### config.mk
export PLATFORM = sky130hd
export DESIGN_NAME = sd_block_reader
export DESIGN_NICKNAME = d
export VERILOG_FILES = /design/src/rtl/sd_pkg.sv /design/src/rtl/sd_wait_timer.sv /design/src/rtl/sd_block_reader.sv
export SDC_FILE = /design/constraint.sdc
export NUM_CORES = 1
export LEC_CHECK = 0
export ABC_AREA = 1
export CORE_MARGIN = 5
export CORE_UTILIZATION = 53
export DETAILED_ROUTE_END_ITERATION = 7
export PLACE_DENSITY = 0.87
export SYNTH_ARGS = -nofsm -noshare
export SYNTH_HDL_FRONTEND = slang
export SYNTH_SLANG_ARGS = --single-unit
### constraint.sdc
create_clock -name clk -period 5.3 [get_ports clk]
set_input_delay 1.325 -clock clk [delete_from_list [all_inputs] [get_ports clk]]
set_output_delay 1.325 -clock clk [all_outputs]
set_load 0.05 [all_outputs]
### src/rtl/sd_pkg.sv
// Opcodes and reader state encoding shared by the block reader and the disk manager.
package sd_pkg;

  localparam int CMD_W = 24;

  typedef enum logic [7:0] {
    OP_NONE     = 8'd0,
    OP_INIT     = 8'd1,
    OP_BLOCK    = 8'd2,
    OP_OREAD    = 8'd3,
    OP_READ     = 8'd5,
    OP_READBYTE = 8'd7,
    OP_CLOSE    = 8'd8
  } sd_opcode_e;

  typedef enum logic [2:0] {
    ST_IDLE,
    ST_INIT_W,
    ST_BLK,
    ST_OPEN_W,
    ST_RD_W,
    ST_RB_W,
    ST_CLOSE_W
  } sd_state_e;

  function automatic logic [CMD_W-1:0] sd_cmd(input sd_opcode_e op, input logic [15:0] arg);
    return {op, arg};
  endfunction

  function automatic logic sd_is_wait(input sd_state_e s);
    return s inside {ST_INIT_W, ST_OPEN_W, ST_RD_W, ST_RB_W, ST_CLOSE_W};
  endfunction

endpackage

### src/rtl/sd_wait_timer.sv
// Loadable down-counter; expired_o rises in the last cycle of a TIMEOUT-cycle window (TIMEOUT >= 2).
module sd_wait_timer #(
  parameter int unsigned TIMEOUT = 65535
) (
  input  logic clk,
  input  logic rst,
  input  logic load_i,
  output logic expired_o
);

  localparam int unsigned CW = $clog2(TIMEOUT + 1);

  logic [CW-1:0] count_q;

  // Loading one short of TIMEOUT aligns expiry with the issue cycle that triggered the load.
  always_ff @(posedge clk or posedge rst) begin
    if (rst) begin
      count_q <= '0;
    end else if (load_i) begin
      count_q <= CW'(TIMEOUT - 1);
    end else if (count_q != '0) begin
      count_q <= count_q - CW'(1);
    end
  end

  assign expired_o = !load_i && (count_q == CW'(1));

endmodule

### src/rtl/sd_block_reader.sv
// Drives the disk manager through init or a full block read, streaming each received byte out.
module sd_block_reader
  import sd_pkg::*;
#(
  parameter int unsigned BYTES_PER_BLOCK = 512,
  parameter int unsigned TIMEOUT         = 65535,
  localparam int unsigned IDX_W = (BYTES_PER_BLOCK > 1) ? $clog2(BYTES_PER_BLOCK) : 1
) (
  input  logic             clk,
  input  logic             rst,
  input  logic             req_init,
  input  logic             req_read,
  input  logic [15:0]      req_block,
  output logic             busy,
  output logic             done,
  output logic             err,
  output logic [7:0]       dout,
  output logic             dout_valid,
  output logic [IDX_W-1:0] dout_idx,
  output logic [CMD_W-1:0] cmd_word,
  output logic             cmd_start,
  input  logic             cmd_int,
  input  logic [CMD_W-1:0] cmd_res
);

  sd_state_e        state_q;
  logic             busy_q, done_q, err_q, dout_valid_q, cmd_start_q;
  logic [7:0]       dout_q;
  logic [IDX_W-1:0] dout_idx_q, byte_cnt_q;
  logic [CMD_W-1:0] cmd_word_q;
  logic             cmd_ok, tmr_expired;
  logic             unused_res_bits;

  // NOTE: a completion in the issue cycle cannot answer the command just issued, so it is masked.
  assign cmd_ok          = cmd_int && !cmd_start_q;
  assign unused_res_bits = ^cmd_res[23:8];

  sd_wait_timer #(.TIMEOUT(TIMEOUT)) u_timer (
    .clk       (clk),
    .rst       (rst),
    .load_i    (cmd_start_q),
    .expired_o (tmr_expired)
  );

  always_ff @(posedge clk or posedge rst) begin
    if (rst) begin
      state_q      <= ST_IDLE;
      busy_q       <= 1'b0;
      done_q       <= 1'b0;
      err_q        <= 1'b0;
      dout_q       <= '0;
      dout_valid_q <= 1'b0;
      dout_idx_q   <= '0;
      byte_cnt_q   <= '0;
      cmd_word_q   <= '0;
      cmd_start_q  <= 1'b0;
    end else begin
      // NOTE: pulse outputs default low here; branches below only raise what they need.
      cmd_start_q  <= 1'b0;
      done_q       <= 1'b0;
      err_q        <= 1'b0;
      dout_valid_q <= 1'b0;

      if (sd_is_wait(state_q) && !cmd_ok && tmr_expired) begin
        err_q   <= 1'b1;
        busy_q  <= 1'b0;
        state_q <= ST_IDLE;
      end else begin
        unique case (state_q)
          ST_IDLE: begin
            if (req_init) begin
              cmd_word_q  <= sd_cmd(OP_INIT, 16'h0);
              cmd_start_q <= 1'b1;
              busy_q      <= 1'b1;
              state_q     <= ST_INIT_W;
            end else if (req_read) begin
              cmd_word_q  <= sd_cmd(OP_BLOCK, req_block);
              cmd_start_q <= 1'b1;
              busy_q      <= 1'b1;
              state_q     <= ST_BLK;
            end
          end
          ST_BLK: begin
            cmd_word_q  <= sd_cmd(OP_OREAD, 16'h0);
            cmd_start_q <= 1'b1;
            state_q     <= ST_OPEN_W;
          end
          ST_OPEN_W: if (cmd_ok) begin
            byte_cnt_q  <= '0;
            cmd_word_q  <= sd_cmd(OP_READ, 16'h0);
            cmd_start_q <= 1'b1;
            state_q     <= ST_RD_W;
          end
          ST_RD_W: if (cmd_ok) begin
            cmd_word_q  <= sd_cmd(OP_READBYTE, 16'h0);
            cmd_start_q <= 1'b1;
            state_q     <= ST_RB_W;
          end
          ST_RB_W: if (cmd_ok) begin
            dout_q       <= cmd_res[7:0];
            dout_idx_q   <= byte_cnt_q;
            dout_valid_q <= 1'b1;
            byte_cnt_q   <= byte_cnt_q + IDX_W'(1);
            cmd_start_q  <= 1'b1;
            if (byte_cnt_q == IDX_W'(BYTES_PER_BLOCK - 1)) begin
              cmd_word_q <= sd_cmd(OP_CLOSE, 16'h0);
              state_q    <= ST_CLOSE_W;
            end else begin
              cmd_word_q <= sd_cmd(OP_READ, 16'h0);
              state_q    <= ST_RD_W;
            end
          end
          ST_INIT_W, ST_CLOSE_W: if (cmd_ok) begin
            done_q  <= 1'b1;
            busy_q  <= 1'b0;
            state_q <= ST_IDLE;
          end
          default: state_q <= ST_IDLE;
        endcase
      end
    end
  end

  assign busy       = busy_q;
  assign done       = done_q;
  assign err        = err_q;
  assign dout       = dout_q;
  assign dout_valid = dout_valid_q;
  assign dout_idx   = dout_idx_q;
  assign cmd_word   = cmd_word_q;
  assign cmd_start  = cmd_start_q;

endmodule

---- After elaboration in Yosys (flattened, before gate mapping) ----
Index checks and enable logic that the tools add are counted.
storage, ports and cells
  bits in registers ....................... 74
  bits of input ports ..................... 45
  output and inout bits ................... 46
  word-level logic and storage cells ...... 87
cells by class
  add/sub/neg operators ................... 2
  eq/ne operators ......................... 17
  mux-type cells .......................... 36
  bitwise gates (word level) .............. 1
  reductions and logical operators ........ 20
operator list
  cell                                                                  number
  24-bit two-way mux                                                    5
  24-bit one-hot mux with 5 select lines                                1
  16-bit two-way mux                                                    2
  3-bit two-way mux                                                     7
  20-bit two-way mux                                                    1
  9-bit two-way mux                                                     2
  3-bit one-hot mux with 6 select lines                                 1
  9-bit one-hot mux with 2 select lines                                 1
  16-bit by 1-bit == test with 1-bit output, second input constant      1
  16-bit nonzero test                                                   1
  16-bit by 1-bit subtractor with 16-bit output, second input constant  1
  1-bit two-way mux                                                     13
  5-bit nonzero test                                                    2
  9-bit by 1-bit adder with 9-bit output, second input constant         1
  3-bit == test, second input constant                                  3
  9-bit == test, second input constant                                  1
  3-bit by 2-bit != test with 1-bit output, second input constant       3
  3-bit by 2-bit == test with 1-bit output, second input constant       2
  2-bit != test, second input constant                                  3
  3-bit != test, second input constant                                  2
  3-bit AND reduction                                                   2
  6-bit AND reduction                                                   1
  5-bit AND reduction                                                   1
  1-bit logical AND                                                     4
  other kinds (13)                                                      15

---- Depth between registers and ports, before layout ----
  depth in word-level cells ............... 7
  gate-level depth with buffers ........... 10
  depth with buffers taken out ............ 10

---- By module ----
From an unflattened synthesis, not the netlist that was laid out.
unflattened totals
  cell total of the unflattened synthesis .. 440
  area, all modules ....................... 3508.4 um^2
modules (own cells, without submodules)
  module           times used  cells each  area an instance (um^2)  sequential area each (um^2)
  sd_block_reader  1           303         2489.9                   1351.3
  sd_wait_timer    1           137         1018.5                   400.4

---- Worst setup path after synthesis ----
Ideal clock, no wire load.
  path type ............................... input-to-reg
  start ................................... in req_init
  end ..................................... reg state_q[1]
  setup time .............................. 0.118 ns
  arrival time ............................ 2.071 ns
  required time ........................... 5.182 ns
  path slack .............................. 3.111 ns
  stages .................................. 7
  buffers on the path ..................... 1
  cell sequence ........................... nor2_1 -> nor2_4 -> nor2_8 -> nand2_4 -> buf_8 -> nand2_1 -> nand2_1
between the ends
  cells in the longest elaborated chain, start to end .. 3
  elaborated cells on any way between the ends .. 5
  those cells by class .................... eq/ne: 1; mux: 3; reduce/logical: 1
ends and longest elaborated chain
  what                                   RTL line               source
  start, declared                        sd_block_reader.sv:11  input logic req_init,
  3-bit two-way mux                      sd_block_reader.sv:71  if (req_init) begin
  3-bit one-hot mux with 6 select lines  sd_block_reader.sv:69  unique case (state_q)
  3-bit two-way mux                      sd_block_reader.sv:64  if (sd_is_wait(state_q) && !cmd_ok && tmr_expired) begin
  end signal, assigned                   sd_block_reader.sv:67  state_q <= ST_IDLE;
  end signal, assigned                   sd_block_reader.sv:75  state_q <= ST_INIT_W;
  end signal, assigned                   sd_block_reader.sv:80  state_q <= ST_BLK;
  end, declared                          sd_block_reader.sv:26  sd_state_e state_q;
Several ways; a longest one is shown, not always the timed one.
A chain may end at the register's enable or synchronous reset.

---- Final worst setup path ----
  start ................................... reg cmd_start_q, in the netlist cmd_start
  end ..................................... out cmd_start
RTL lines
  what                    RTL line               source
  start, declared         sd_block_reader.sv:27  logic busy_q, done_q, err_q, dout_valid_q, cmd_start_q;
  start signal, assigned  sd_block_reader.sv:56  cmd_start_q <= 1'b0;
  start signal, assigned  sd_block_reader.sv:59  cmd_start_q <= 1'b0;
  start signal, assigned  sd_block_reader.sv:73  cmd_start_q <= 1'b1;
  end, declared           sd_block_reader.sv:21  output logic cmd_start,
No word-level cell between the ends.

==> results.yml <==
critical_path:
  cp_cell_sequence: "clkdlybuf4s50_1"
  path_max_fanout: 9
  worst_path_dominant_cell_family: "buffers and inverters"
  cp.arrival_ns: 1.76
  worst-path-buf-inv: 1
  crit_type: "register to primary output"
  worstRegToRegCells: 6
  cp-start-kind: "register"
  cpPeakStageDelay_ns: 0.88
  r2r-start: "state_q[2]"
  rr_endpoint: "cmd_word[14]"
  end_kind: "primary output"
  timing.reg2reg.setup_slack_ns: 3.28
  worstPathRequired_ns: 3.97
  critPathSlowestCell: "clkdlybuf4s50_1"
cts:
  insertion_delay_ns: 0.35
  clock-sinks: 70
  cts_hold_buffers: 0
  ctsResizeCount: 0
  clock-root-buffer: "clkbuf_8"
  cts_buffers: 9
  h-tree-depth: 3
  clk_path_buf_depth: 2
  post-cts-setup-buffer-count: 0
  cts_tree: "done"
  cts.clk_slew.worst_paths_ns: 0.07
placed_design:
  post_dp_cell_area_mm2: 0.004274
  dp_hpwl_um: 5964
  place.gp.congestion: 0.8983
  port_buffers: 70
drt:
  routed_wl_um: 8234
  wl_per_cell_um: 13.86
  ant_nets: 0
  drt_iter0_drc: 188
  dr.pass1.iters: 5
  routed-via-count: 3152
  remaining_drc_errors: 0
  vias_per_cell: 5.306
synth:
  synth_cells: 443
  synth_seq_cells: 70
  synth_edf_count: 0
  yosysUniqueCellTypes: 33
  yosys_warnings: 0
  async_flop_share_pct: 100.0
  syn-cell-area_mm2: 0.003600
  ys.flop_type: "dfrtp_1"
  yosysSeqAreaShare_pct: 48.66
  syn_area_per_cell_um2: 8.126
floorplanning:
  die_x_um: 92.41
  io_pins: 91
  fp-row-count: 30
  core_area_mm2: 0.006719
  die_y_um: 92.41
  start_util_pct: 53.58
  die_area_mm2: 0.008540
power:
  internal-power_mw: 1.288
  seq_power_share_pct: 32.8
  netSwitchingPower_mw: 1.240
  combPwrFrac_pct: 51.5
  clkPwrFrac_pct: 15.7
  ir_drop_mv: 0.3332
  p_leak_nw: 2.118
  power_density_mw_per_mm2: 567.1
  p_sw_share_pct: 49.05
worst_hold_path:
  hold_path_end: "dout_idx[6]"
  hold_class: "register to register"
  hold_path_depth: 2
  hp-start: "dout_idx[6]"
grt:
  antenna_found_initial: 0
  grt_pass1_vias: 2922
  grt_max_degree: 40
  track_usage_pct: 19.95
  overflow: 0
  grt_pass1_wl_um: 13790
sta:
  setup_viol: 0
  fmax_mhz: 323.7
  relSlewSlack_pct: 40.16
  skew_ns: 0.01446
  tightest_slew_ns: 0.8947
  hold_viol: 0
  fin_crit_sh_pct: 58.28
  setup_tns_ns: 0
  fin_crit_ns: 3.089
  rsz0062_at_grt: "false"
  slew_violations: 0
finish:
  fin_area_mm2: 0.004458
  synthToLayoutAreaGrowth_pct: 23.84
  regArea_mm2: 0.001752
  antenna_cells: 0
  multi_input_area_mm2: 0.001534
  drive_above_1_share_pct: 9.533
  fin_nets: 559
  fillers: 545
outcome:
  status: "complete, no violations"
flow_run:
  cap_viol_max_count: 0
[power groups by stage]
stage	registers (mW)	clock network, mW	logic [mW]
6_report	0.829	0.396	1.30
5_1_grt	0.852	0.425	1.39
4_1_cts	0.828	0.402	1.31
3_5_place_dp	0.835	0	1.31
3_3_place_gp	0.826	0	1.28
2_1_floorplan	1.26	0	0.512
[cell usage after synthesis, types with 5 or more instances]
cell	number	area (um^2)
nor2_1	47	176.4
buf_4	8	60.06
o21ai_0	15	75.07
dfrtp_1	70	1752
nand2_1	129	484.2
inv_1	45	168.9
ha_1	5	62.56
buf_2	5	25.02
nand3_1	49	245.2
o21ai_1	5	25.02
nand3_2	12	120.1
nand4_1	8	50.05
a21oi_1	9	45.04
[cells by family (layout without fill, tap and decap cells)]
family                     Yosys count  after routing  share of synthesized area (%)
DFF                                 70             70                          48.66
AOI/OAI and AO/OA                   37             37                          5.944
buffers and inverters               67            135                          9.037
and+or+nand+nor                    263            263                          34.52
adders and majority gates            5              5                          1.738
other                                1              4                         0.1042
[cells in the final DEF (no fill, tap or decap), types with 8 or more instances in the layout]
cell type,instances
nand4_1,8
dfrtp_1,70
nand2_1,129
inv_1,44
nand3_2,12
clkbuf_8,10
nor2_1,47
nand3_1,49
a21oi_1,9
o21ai_0,15
clkdlybuf4s50_1,70
[how the worst max path moves through the flow]
| stage | startpoint | end | slack, ns | depth (start not counted) |
|---|---|---|---|---|
| 2_1_floorplan | rst | busy | 2.21 | 1 |
| 3_3_place_gp | cmd_int | dout_idx[5] | 2.10 | 8 |
| 3_5_place_dp | cmd_int | dout_idx[8] | 2.04 | 8 |
| 4_1_cts | cmd_start | cmd_start | 2.19 | 1 |
| 5_1_grt | cmd_start | cmd_start | 2.16 | 1 |
| 6_report | cmd_start | cmd_start | 2.21 | 1 |
[registers in the layout, indices dropped and copies added, names as in the netlist]
register / flops
cmd_word: 20
u_timer.count_q: 16
byte_cnt_q: 9
dout_idx: 9
dout: 8
state_q: 3
busy: 1
cmd_start: 1
done: 1
dout_valid: 1
err: 1
[per-layer routing]
| layer | GRT usage (%) | up-vias | part of all wire [%] |
|---|---|---|---|
| li1 | - | 1539 | - |
| met1 | 25.77 | 1505 | 42 |
| met2 | 33.17 | 97 | 52 |
| met3 | 5.037 | 11 | 5.2 |
| met4 | 5.817 | 0 | 1.6 |
| met5 | 0 | - | 0 |
[stage by stage]
step | util, % | instances | total power [mW] | setup slack, ns | hold WS (ns)
floorplan | - | 446 | 1.777 | 2.207 | 0.4744
global placement | 63.61 | 578 | 2.105 | 2.103 | 0.4541
detailed placement | 63.61 | 578 | 2.144 | 2.043 | 0.4594
CTS | 66.35 | 594 | 2.544 | 2.191 | 0.4784
global route | 66.35 | 594 | 2.668 | 2.163 | 0.5066
finish | 66.35 | 594 | 2.528 | 2.211 | 0.4750
[final cells by class]
class / count / share of cell area, %
clock buffer: 10 / 3.087
inverter: 48 / 4.042
clock inverter: 6 / 1.038
timing repair buffer: 71 / 15.89
multi-input combinational: 309 / 34.41
sequential: 70 / 39.29
tap: 80 / 2.245
Note: power is estimated with default switching activity, not from simulation.
